===== src/rtl/encoder4x2_seq_pkg.sv =====
// Shared constants, FSM state type and lowest-set-bit helper for the sequential 4-to-2 encoder.
package encoder_pkg;
  localparam int N_IN  = 4;
  localparam int W_OUT = 2;

  typedef enum logic {IDLE = 1'b0, EMIT = 1'b1} state_e;

  // Scan from the top down so the last hit wins: the lowest set bit.
  function automatic logic [W_OUT-1:0] lowest_set_idx(input logic [N_IN-1:0] v);
    logic [W_OUT-1:0] idx;
    idx = '0;
    for (int i = N_IN - 1; i >= 0; i--)
      if (v[i]) idx = W_OUT'(i);
    return idx;
  endfunction
endpackage


===== src/rtl/encoder4x2_seq_prio_enc4.sv =====
// Combinational lowest-set-bit encoder with an any-bit-set flag.
module prio_enc4
  import encoder_pkg::*;
(
  input  logic [N_IN-1:0]  vec,
  output logic [W_OUT-1:0] idx,
  output logic             any
);
  assign idx = lowest_set_idx(vec);
  assign any = |vec;
endmodule


===== src/rtl/encoder4x2_seq.sv =====
// Sequential 4-to-2 encoder: accepts a request vector, then emits each set index lowest first.
// Optional out_last port enabled by defining ENCODER4X2_SEQ_LAST_EN.
module encoder4x2_seq
  import encoder_pkg::*;
(
  input  logic             clk,
  input  logic             rst,
  input  logic             en,
  input  logic [N_IN-1:0]  in,
  input  logic             in_valid,
  output logic             in_ready,
  output logic [W_OUT-1:0] result,
  output logic             out_valid,
  input  logic             out_ready,
`ifdef ENCODER4X2_SEQ_LAST_EN
  output logic             out_last,
`endif
  output logic             zero_err
);
  state_e          state_q, state_d;
  logic [N_IN-1:0] pending_q, pending_d;
  logic            zero_err_q, zero_err_d;
  logic [W_OUT-1:0] pend_idx;
  logic            pend_any;

  prio_enc4 u_prio (
    .vec (pending_q),
    .idx (pend_idx),
    .any (pend_any)
  );

  always_comb begin
    state_d    = state_q;
    pending_d  = pending_q;
    zero_err_d = 1'b0;
    in_ready   = 1'b0;
    out_valid  = 1'b0;
    result     = '0;
    case (state_q)
      IDLE: begin
        // rst gating keeps in_ready low for the whole reset window, not just after the edge.
        in_ready = en && !rst;
        if (in_valid && in_ready) begin
          if (in != '0) begin
            pending_d = in;
            state_d   = EMIT;
          end else begin
            zero_err_d = 1'b1;
          end
        end
      end
      EMIT: begin
        out_valid = en;
        result    = pend_idx;
        if (out_valid && out_ready) begin
          pending_d = pending_q & ~(N_IN'(1) << pend_idx);
          if (pending_d == '0) state_d = IDLE;
        end
        if (!pend_any) state_d = IDLE;
      end
      default: state_d = IDLE;
    endcase
  end

`ifdef ENCODER4X2_SEQ_LAST_EN
  // Exactly one bit left means the current index is the final one.
  assign out_last = out_valid && pend_any && ((pending_q & (pending_q - N_IN'(1))) == '0);
`endif

  assign zero_err = zero_err_q;

  always_ff @(posedge clk or posedge rst) begin
    if (rst) begin
      state_q    <= IDLE;
      pending_q  <= '0;
      zero_err_q <= 1'b0;
    end else begin
      state_q    <= state_d;
      pending_q  <= pending_d;
      zero_err_q <= zero_err_d;
    end
  end
endmodule


===== config.mk =====
export PLATFORM = sky130hd
export DESIGN_NAME = encoder4x2_seq
export DESIGN_NICKNAME = d
export VERILOG_FILES = /design/src/rtl/encoder4x2_seq_pkg.sv /design/src/rtl/encoder4x2_seq_prio_enc4.sv /design/src/rtl/encoder4x2_seq.sv
export SDC_FILE = /design/constraint.sdc
export NUM_CORES = 1
export LEC_CHECK = 0
export ABC_CLOCK_PERIOD_IN_PS = 3300
export CORE_MARGIN = 1.5
export CORE_UTILIZATION = 30
export CTS_BUF_LIST = sky130_fd_sc_hd__clkbuf_4 sky130_fd_sc_hd__clkbuf_8 sky130_fd_sc_hd__clkbuf_16
export CTS_CLUSTER_DIAMETER = 50
export DETAILED_ROUTE_END_ITERATION = 7
export PLACE_DENSITY = 0.53
export SYNTH_ARGS = -nofsm -noshare
export SYNTH_HDL_FRONTEND = slang
export SYNTH_SLANG_ARGS = --single-unit

===== constraint.sdc =====
create_clock -name clk -period 3.3 [get_ports clk]
set_input_delay 0.33 -clock clk [delete_from_list [all_inputs] [get_ports clk]]
set_output_delay 0.33 -clock clk [all_outputs]
set_load 0.01 [all_outputs]

==> results.tsv, run 1 <==
stage	metric	value	unit
timing	final worst path period share	0.5995	
cts	CTS root buf	clkbuf_4	
timing	clk_skew	0.003387	ns
yosys	share of the synthesized area in the top cell type	0.3797	
power_and_ir_drop	Pleak	0.2370	nW
critical_path	Setup CP Type	flip-flop to output pin	
place	placed cells	65	
layout	final core utilization	0.4733	
die	Die ar.	1545	sq um
timing	final hold vios	0	
die	num ports	14	
die	Die Y	39.31	um
place	DP HPWL	685.2	um
worst_hold_path	Tightest Hold Check Type	input pin to async pin	
cts	post-CTS setup buffer count	0	
yosys	synthesized area	395.4	sq um
global_routing	initial antenna violation count	0	
route	WL/cell	12.71	um
yosys	post-synthesis sequential area ratio	0.3797	
critical_path	CP endpoint	result[1]	
cts	Post-CTS Hold Fix Bufs	0	
critical_path	Worst Setup SP	state_q$_DFF_PP0_	
yosys	#FFs+latches synth	6	
die	Initial Util	0.3376	
place	PortBufs	13	
place	placed inst area	531.8	sq um
timing	RSZ-0062 raised after global routing	false	
power_and_ir_drop	Max VDD drop	0.1802	mV
layout	final net count	65	
place	DP Worst Slack	1.272	ns
yosys	Syn Inst Count	41	
yosys	mux cell area share after synthesis	0.1139	
timing	Tmin final	1.978	ns
layout	total inserted antenna cells	0	
yosys	top cells by count, synth	dfrtp_1 (6), inv_1 (6), o21ai_0 (5)	
critical_path	R2R depth	3	
critical_path	CP max FO	13	
timing	TNS Setup	0	ns
layout	non-filler cells, final	68	
critical_path	Critical Path RT	2.97	ns
timing	fin. max-slew vios	0	
yosys	leading area contributor after synthesis	dfrtp_1	
global_routing	global-route wire length before repair	1518	um
job	max-cap violation count	0	
yosys	ys flop type	dfrtp_1	
critical_path	Worst setup SP type	flip-flop	
yosys	complex-gate fraction of the synthesized area	0.1994	
timing	fmax	505.5	MHz
cts	H-tree Lvls	1	
die	Rows	12	
timing	worst-margin pin slew	0.3739	ns
route	total number of vias	346	
global_routing	All-Layer GR Usage	0.1512	
route	Post-DRT Antenna Nets	0	
timing	endpoints failing setup	0	
route	DRT iter0 DRCs	3	
timing	minimum hold slack	0.3707	ns
timing	max_slew headroom	0.7507	
critical_path	R2R Path End	pending_q[2]$_DFFE_PP0P_	
yosys	Ys Warns	0	
route	drt total wl	864	um
yosys	Post-Synth XOR/XNOR Area	0	
place	Final Wtd Congestion	0.8046	
cts	clock latency on the worst-skew pair	0.24	ns
critical_path	Worst EP arrival	1.65	ns
yosys	Syn Nets	50	
yosys	Simple-Gate Fraction of Synth Area	0.1962	
layout	layout cells sized above 1	0.1852	
critical_path	RR Startpoint	state_q$_DFF_PP0_	
route	# DRC	0	
global_routing	largest net degree at the start of global routing	14	
cts	Max Buffers Root-to-Sink	2	
layout	Area Growth Syn to Fin	40.19	%
power_and_ir_drop	PwrDens	659.3	nW/um^2
route	DRT Pass-1 Iters	4	
critical_path	flop2flop setup slack	1.74	ns
yosys	EDFF count, synth	0	
layout	Final Cell Area	554.3	sq um
cts	TritonCTS Buffers	3	
yosys	Post-Synth Adder-Cell Area	0.02532	
yosys	largest family of logic cells by synthesized area	compound AO/OA/AOI/OAI gates	
yosys	asr flop ratio synth	1.000	
cts	clock sink count	6	
power_and_ir_drop	total design power	0.3654	mW
yosys	Syn Area/Cell	9.643	sq um
global_routing	vias in the first global route	357	
timing	smallest setup slack after layout	1.322	ns
die	core footprint	1171	sq um
critical_path	Critical Path End Type	output pin	
yosys	Synth area leaders	dfrtp_1 (38%), mux2_4 (11%), o21ai_0 (6.3%)	
die	die width	39.31	um
cts	clk slew on worst S/H paths	0.04	ns
yosys	Synth cell types	21	
route	Via density	5.088	
status	run status	complete, no violations	
cts	CTS tree	built	
global_routing	GRT overflow	0	
cts	Post-CTS Resized	0	
where the power goes:
part	internal [mW]	leakage, nW	switching (mW)
Clock	0.0410	0.0138	0.0240
Combinational	0.0921	0.147	0.0446
Sequential	0.102	0.0764	0.0617
Total	0.235	0.237	0.130
flip-flops by register name (all words and copies together) (netlist names):
signal     cells
pending_q      4
zero_err       1
state_q        1
layer usage:
| layer | vias to the layer above | GRT usage | wire (um) |
|---|---|---|---|
| met5 | - | 0 | 0 |
| met4 | 0 | 0.1293 | 0 |
| met3 | 0 | 0.005682 | 21 |
| met2 | 4 | 0.2500 | 459 |
| met1 | 167 | 0.1771 | 383 |
| li1 | 175 | - | - |
logic make-up after synthesis:
family / count (synthesis)
DFF: 6
and+or+nand+nor: 11
muxes: 3
buffers and inverters: 9
adders and majority gates: 1
AOI/OAI and AO/OA: 11
placed cells by master (no fill, tap or decap), drive strengths merged, types with 2 or more instances in the layout:
| master | synthesis | layout |
|---|---|---|
| a32o | 2 | 2 |
| clkbuf | 3 | 3 |
| clkdlybuf4s50 | 0 | 13 |
| dfrtp | 6 | 6 |
| inv | 6 | 6 |
| mux2 | 3 | 3 |
| nand2 | 2 | 2 |
| nor3b | 2 | 2 |
| o21ai | 5 | 5 |
how the worst min path moves through the flow:
stage                          endpoint                      from
3_3_place_gp         zero_err$_DFF_PP0_                       rst
5_1_grt              zero_err$_DFF_PP0_                       rst
3_5_place_dp   pending_q[3]$_DFFE_PP0P_  pending_q[3]$_DFFE_PP0P_
6_report       pending_q[1]$_DFFE_PP0P_                       rst
4_1_cts        pending_q[1]$_DFFE_PP0P_                       rst
2_1_floorplan  pending_q[0]$_DFFE_PP0P_                       rst
worst max-delay path: stages (launching register included):
cell,delay [ns]
dfrtp_1,0.56
o21ai_0,0.14
nor3_1,0.14
clkdlybuf4s50_1,0.57
layout make-up:
type                            instances  area [sq um]
Inverter                                6         22.52
Sequential cell                         6         150.1
Multi-Input combinational cell         26         211.5
Fill cell                             116         616.8
Clock buffer                            3         22.52
Timing Repair Buffer                   13         130.1
Tap cell                               14         17.52
Power figures use the tool's default switching activity.
==> run 2, diff against run 1 <==
--- a/config.mk
+++ b/config.mk
@@ -5,13 +5,13 @@
 export SDC_FILE = /design/constraint.sdc
 export NUM_CORES = 1
 export LEC_CHECK = 0
-export ABC_CLOCK_PERIOD_IN_PS = 3300
+export ABC_CLOCK_PERIOD_IN_PS = 1700
 export CORE_MARGIN = 1.5
 export CORE_UTILIZATION = 30
 export CTS_BUF_LIST = sky130_fd_sc_hd__clkbuf_4 sky130_fd_sc_hd__clkbuf_8 sky130_fd_sc_hd__clkbuf_16
 export CTS_CLUSTER_DIAMETER = 50
 export DETAILED_ROUTE_END_ITERATION = 7
-export PLACE_DENSITY = 0.53
+export PLACE_DENSITY = 0.55
 export SYNTH_ARGS = -nofsm -noshare
 export SYNTH_HDL_FRONTEND = slang
 export SYNTH_SLANG_ARGS = --single-unit
==> constraint.sdc (replaced) <==
create_clock -name clk -period 1.7 [get_ports clk]
set_input_delay 0.17 -clock clk [delete_from_list [all_inputs] [get_ports clk]]
set_output_delay 0.17 -clock clk [all_outputs]
set_load 0.01 [all_outputs]
==> run 2 against run 1 <==
Net effect:
- combinational power is 110% higher
- sequential cell count is the same
- largest cell class unchanged
- cell area increased by 2.5%
==> results.tsv, run 2 (synthesized netlist as in run 1, its figures left out) <==
stage	metric	value	unit	change
status	run status	complete, no violations		unchanged
power_and_ir_drop	PwrDens	1263	nW/um^2	was 659.3 nW/um^2
cts	H-tree Lvls	1		unchanged
critical_path	Most Frequent Cell on Critical Path	clkdlybuf4s50_1		
timing	clk_skew	0.001843	ns	was 0.003387 ns
global_routing	largest net degree at the start of global routing	14		unchanged
cts	clk slew on worst S/H paths	0.04	ns	about the same
route	Post-DRT Antenna Nets	0		unchanged
worst_hold_path	Tightest Hold Check Type	input pin to async pin		unchanged
timing	max_slew headroom	0.8274		was 0.7507
cts	CTS root buf	clkbuf_4		unchanged
layout	number of flip-flops under the largest register name	4		unchanged
critical_path	Worst Path Buf+Inv	2		was 1
timing	endpoints failing setup	0		unchanged
layout	most common cell after layout, fill and taps aside	clkdlybuf4s50_1		unchanged
layout	Biggest register	pending_q		unchanged
layout	most frequent cells in the layout	clkdlybuf4s50_1 (11), inv_1 (6), o21ai_0 (5), dfrtp_1 (5)		was clkdlybuf4s50_1 (13), inv_1 (6), dfrtp_1 (6)
timing	RSZ-0062 raised after global routing	false		unchanged
die	Die ar.	1545	sq um	unchanged
route	drt total wl	913	um	was 864 um
route	WL/cell	13.04	um	was 12.71 um
timing	worst-margin pin slew	0.2556	ns	was 0.3739 ns
route	Via density	5.029		was 5.088
die	Die Y	39.31	um	unchanged
critical_path	Setup CP Type	input pin to output pin		was flip-flop to output pin
critical_path	Worst EP arrival	1.47	ns	was 1.65 ns
cts	TritonCTS Buffers	3		unchanged
critical_path	highest-delay cell along the critical path	clkdlybuf4s50_1		unchanged
global_routing	GRT overflow	0		unchanged
cts	Max Buffers Root-to-Sink	2		unchanged
timing	TNS Setup	0	ns	unchanged
place	DP HPWL	715.7	um	was 685.2 um
critical_path	CP top delay family	buffers and inverters		unchanged
timing	minimum hold slack	0.2160	ns	was 0.3707 ns
timing	final hold vios	0		unchanged
route	total number of vias	352		was 346
cts	clock latency on the worst-skew pair	0.24	ns	about the same
critical_path	CP max stage delay	0.56	ns	was 0.57 ns
die	Rows	12		unchanged
global_routing	All-Layer GR Usage	0.1379		was 0.1512
layout	multi-input logic area	211.5	sq um	unchanged
critical_path	Critical Path RT	1.53	ns	was 2.97 ns
die	Initial Util	0.3376		unchanged
die	die width	39.31	um	unchanged
cts	clock sink count	6		unchanged
global_routing	vias in the first global route	313		was 357
layout	total inserted antenna cells	0		unchanged
timing	fin. max-slew vios	0		unchanged
critical_path	Critical Path End Type	output pin		unchanged
layout	layout cells sized above 1	0.2321		was 0.1852
timing	Tmin final	1.636	ns	
route	DRT iter0 DRCs	4		was 3
critical_path	CP max FO	5		was 13
route	DRT Pass-1 Iters	2		was 4
route	# DRC	0		unchanged
place	Final Wtd Congestion	0.7918		was 0.8046
layout	register area	151.4	sq um	was 150.1 sq um
global_routing	initial antenna violation count	0		unchanged
timing	fmax	611.3	MHz	
cts	CTS tree	built		unchanged
die	num ports	14		unchanged
critical_path	crit-path cells	clkdlybuf4s50_1 -> nor3b_1 -> clkdlybuf4s50_1		was o21ai_0 -> nor3_1 -> clkdlybuf4s50_1
die	core footprint	1171	sq um	unchanged
place	PortBufs	13		unchanged
critical_path	Worst setup SP type	input pin		was flip-flop
layout	Area Growth Syn to Fin	43.67	%	was 40.19%
layout	final net count	67		was 65
layout	fill count	112		was 116
power_and_ir_drop	Pleak	0.2536	nW	was 0.2370 nW
timing	final worst path period share	0.9623		
job	max-cap violation count	0		unchanged
global_routing	global-route wire length before repair	1414	um	was 1518 um
power_and_ir_drop	Max VDD drop	0.3550	mV	was 0.1802 mV
## run 2: cell count changes in the layout (fill, tap and decap cells not counted)
| cell | previous run | this run |
|---|---|---|
| buf_4 | 0 | 2 |
| clkdlybuf4s50_1 | 13 | 11 |
| dlygate4sd2_1 | 0 | 2 |
| dfrtp_1 | 6 | 5 |
| dfrtp_2 | 0 | 1 |
## run 2: worst paths after layout
check	cells after the start	end	from	slack [ns]
min in group clk	3	pending_q[0]$_DFFE_PP0P_	in[0]	0.54
worst max register to register	3	state_q$_DFF_PP0_	pending_q[0]$_DFFE_PP0P_	0.17
worst max-delay path	3	in_ready	en	0.06
max in group asynchronous	2	state_q$_DFF_PP0_	rst	1.29
worst min-delay path	2	pending_q[0]$_DFFE_PP0P_	rst	0.22
worst min register to register	1	pending_q[3]$_DFFE_PP0P_	pending_q[3]$_DFFE_PP0P_	0.64
## run 2: final cells by class
type                    instances  share of cell area
flip-flops and latches          6              0.2665
well taps                      14             0.03084
multi-input cells              26              0.3722
repair buffers                 15              0.2511
inverters                       6             0.03965
clock buffers                   3             0.03965
## run 2: routing by layer
layer  routed length (um)  GRT usage  share of wire  vias up
met3                   25   0.005682          0.027        2
met4                   14    0.07759          0.015        0
met1                  421     0.1661           0.46      164
met2                  451     0.2417           0.49        8
met5                    0          0              0        -
li1                     -          -              -      178
## run 2: through the flow
stage / worst slack, ns / util / total power, mW / instance area [sq um] / instances
finish: 0.06410 / 0.4850 / 0.7172 / 568.0 / 70
global route: 0.002603 / 0.4850 / 0.7658 / 568.0 / 70
CTS: 0.03044 / 0.4786 / 0.7071 / 560.5 / 69
detailed placement: -0.1521 / 0.4605 / 0.5825 / 539.3 / 66
global placement: -0.1239 / 0.4605 / 0.5786 / 539.3 / 66
floorplan: 0.2028 / - / 0.4795 / 395.4 / 41
## run 2: power breakdown
| part | switching, mW | internal [mW] | leakage (nW) |
|---|---|---|---|
| logic | 0.106 | 0.181 | 0.165 |
| clock network | 0.0479 | 0.0796 | 0.0138 |
| registers | 0.102 | 0.200 | 0.0751 |
## run 2: repair_timing
item                       in CTS  in global routing
pin swaps                       0                  0
hold buffers                    0                  0
resized for setup               3                  0
setup buffers                   0                  1
setup endpoints to repair       3                  1
==> run 3, diff against run 2 <==
--- a/config.mk
+++ b/config.mk
@@ -5,13 +5,13 @@
 export SDC_FILE = /design/constraint.sdc
 export NUM_CORES = 1
 export LEC_CHECK = 0
-export ABC_CLOCK_PERIOD_IN_PS = 1700
+export ABC_CLOCK_PERIOD_IN_PS = 1800
 export CORE_MARGIN = 1.5
 export CORE_UTILIZATION = 30
 export CTS_BUF_LIST = sky130_fd_sc_hd__clkbuf_4 sky130_fd_sc_hd__clkbuf_8 sky130_fd_sc_hd__clkbuf_16
 export CTS_CLUSTER_DIAMETER = 50
 export DETAILED_ROUTE_END_ITERATION = 7
-export PLACE_DENSITY = 0.55
+export PLACE_DENSITY = 0.53
 export SYNTH_ARGS = -nofsm -noshare
 export SYNTH_HDL_FRONTEND = slang
 export SYNTH_SLANG_ARGS = --single-unit
==> constraint.sdc (replaced) <==
create_clock -name clk -period 1.8 [get_ports clk]
set_input_delay 0.18 -clock clk [delete_from_list [all_inputs] [get_ports clk]]
set_output_delay 0.18 -clock clk [all_outputs]
set_load 0.01 [all_outputs]
==> run 3 against run 2 <==
Net effect:
- routed wire length unchanged
- sequential share of layout area up 0.087 points
- combinational power fell by 4%
- clock skew is 0.0017 ns lower
- power shrank 3.3%
- count of clock-buffer cells in the layout stayed put
- die area is the same
- utilization up 0.64 points
- global-route usage is 1.9 points higher
- sequential power shrank 3%
- via count up 4.5%
- final cell count did not move
==> results.tsv, run 3 (synthesized netlist as in run 1, its figures left out) <==
stage	metric	value	unit	change
status	run status	complete, no violations		unchanged
critical_path	Critical Path RT	1.62	ns	was 1.53 ns
global_routing	All-Layer GR Usage	0.1573		was 0.1379
job	max-cap violation count	0		unchanged
critical_path	R2R depth	3		unchanged
timing	smallest setup slack after layout	0.1224	ns	was 0.06410 ns
layout	Biggest register	pending_q		unchanged
critical_path	highest-delay cell along the critical path	clkdlybuf4s50_1		unchanged
critical_path	Critical Path End Type	output pin		unchanged
route	Via density	5.257		was 5.029
layout	final core utilization	0.4915		was 0.4850
global_routing	GRT overflow	0		unchanged
cts	post-CTS setup buffer count	0		unchanged
route	total number of vias	368		was 352
layout	most common cell after layout, fill and taps aside	clkdlybuf4s50_1		unchanged
global_routing	initial antenna violation count	0		unchanged
cts	CTS tree	built		unchanged
die	Rows	12		unchanged
cts	clk slew on worst S/H paths	0.04	ns	about the same
die	die width	39.31	um	unchanged
layout	most frequent cells in the layout	clkdlybuf4s50_1 (12), inv_1 (6), o21ai_0 (5)		was clkdlybuf4s50_1 (11), inv_1 (6), o21ai_0 (5), dfrtp_1 (5)
die	core footprint	1171	sq um	unchanged
timing	minimum hold slack	0.2189	ns	was 0.2160 ns
critical_path	CP max FO	5		unchanged
cts	CTS root buf	clkbuf_4		unchanged
route	drt total wl	913	um	unchanged
power_and_ir_drop	Pleak	0.2596	nW	was 0.2536 nW
global_routing	global-route wire length before repair	1600	um	was 1414 um
place	DP HPWL	724.6	um	was 715.7 um
cts	clock latency on the worst-skew pair	0.24	ns	about the same
critical_path	CP max stage delay	0.57	ns	was 0.56 ns
die	num ports	14		unchanged
critical_path	Worst EP arrival	1.50	ns	was 1.47 ns
layout	Final Cell Area	575.6	sq um	was 568.0 sq um
layout	final net count	67		unchanged
layout	Area Growth Syn to Fin	45.57	%	was 43.67%
die	Die Y	39.31	um	unchanged
power_and_ir_drop	total design power	0.6936	mW	was 0.7172 mW
route	DRT iter0 DRCs	3		was 4
route	DRT Pass-1 Iters	2		unchanged
timing	worst-margin pin slew	0.2773	ns	was 0.2556 ns
route	WL/cell	13.04	um	unchanged
timing	clk_skew	0.0001832	ns	was 0.001843 ns
route	Post-DRT Antenna Nets	0		unchanged
cts	Post-CTS Hold Fix Bufs	0		unchanged
timing	max_slew headroom	0.8128		was 0.8274
layout	number of flip-flops under the largest register name	4		unchanged
timing	Tmin final	1.678	ns	
critical_path	Worst setup SP type	input pin		unchanged
place	DP Worst Slack	-0.05229	ns	was -0.1521 ns
die	Die ar.	1545	sq um	unchanged
timing	TNS Setup	0	ns	unchanged
global_routing	largest net degree at the start of global routing	9		was 14
layout	total inserted antenna cells	0		unchanged
timing	RSZ-0062 raised after global routing	false		unchanged
place	placed inst area	546.8	sq um	was 539.3 sq um
power_and_ir_drop	PwrDens	1205	nW/um^2	was 1263 nW/um^2
critical_path	crit-path cells	clkdlybuf4s50_1 -> nor3b_1 -> clkdlybuf4s50_1		unchanged
place	placed cells	67		was 66
cts	clock sink count	6		unchanged
timing	final hold vios	0		unchanged
worst_hold_path	Tightest Hold Check Type	input pin to async pin		unchanged
critical_path	Worst Setup SP	en		unchanged
critical_path	Worst Path Buf+Inv	2		unchanged
global_routing	vias in the first global route	410		was 313
critical_path	RR Startpoint	pending_q[0]$_DFFE_PP0P_		unchanged
timing	fmax	596.1	MHz	
critical_path	flop2flop setup slack	0.28	ns	was 0.17 ns
critical_path	CP top delay family	buffers and inverters		unchanged
layout	fill count	117		was 112
place	Final Wtd Congestion	0.8179		was 0.7918
critical_path	R2R Path End	state_q$_DFF_PP0_		unchanged
power_and_ir_drop	Max VDD drop	0.4077	mV	was 0.3550 mV
route	# DRC	0		unchanged
timing	endpoints failing setup	0		unchanged
timing	fin. max-slew vios	0		unchanged
critical_path	Most Frequent Cell on Critical Path	clkdlybuf4s50_1		unchanged
cts	Max Buffers Root-to-Sink	2		unchanged
timing	final worst path period share	0.9320		
place	PortBufs	13		unchanged
die	Initial Util	0.3376		unchanged
layout	non-filler cells, final	70		unchanged
layout	layout cells sized above 1	0.2679		was 0.2321
cts	H-tree Lvls	1		unchanged
cts	TritonCTS Buffers	3		unchanged
critical_path	Setup CP Type	input pin to output pin		unchanged
[run 3: worst max-delay path by stage]
stage	endpoint	slack (ns)	depth (start not counted)
6_report	in_ready	0.12	3
5_1_grt	result[1]	0.01	3
4_1_cts	result[0]	0.04	4
3_5_place_dp	pending_q[2]$_DFFE_PP0P_	-0.05	4
3_3_place_gp	pending_q[3]$_DFFE_PP0P_	-0.03	4
2_1_floorplan	state_q$_DFF_PP0_	0.30	4
[run 3: area by class of cell]
type                    instances  area, sq um  area share
clock buffers                   3        22.52     0.03913
inverters                       6        22.52     0.03913
multi-input cells              26        211.5      0.3674
flip-flops and latches          6        153.9      0.2674
well taps                      14        17.52     0.03043
repair buffers                 15        147.6      0.2565
[run 3: where the power goes]
part           total (mW)  leakage (nW)  switching [mW]  internal [mW]
sequential          0.295        0.0728           0.102          0.194
combinational       0.276         0.173          0.0978          0.178
clock               0.122        0.0138          0.0467         0.0753
[run 3: routing by layer]
layer  GRT usage  vias up  wire length [um]
met5           0        -                 0
met4      0.1552        0                16
met1      0.1707      178               396
met2      0.2542        9               466
met3     0.02273        2                34
li1            -      179                 -
[run 3: repair_timing]
action | in CTS | in global routing
endpoints found under the setup margin | 0 | 2
gates resized for setup | 0 | 4
endpoints found under the hold margin | 0 | 0
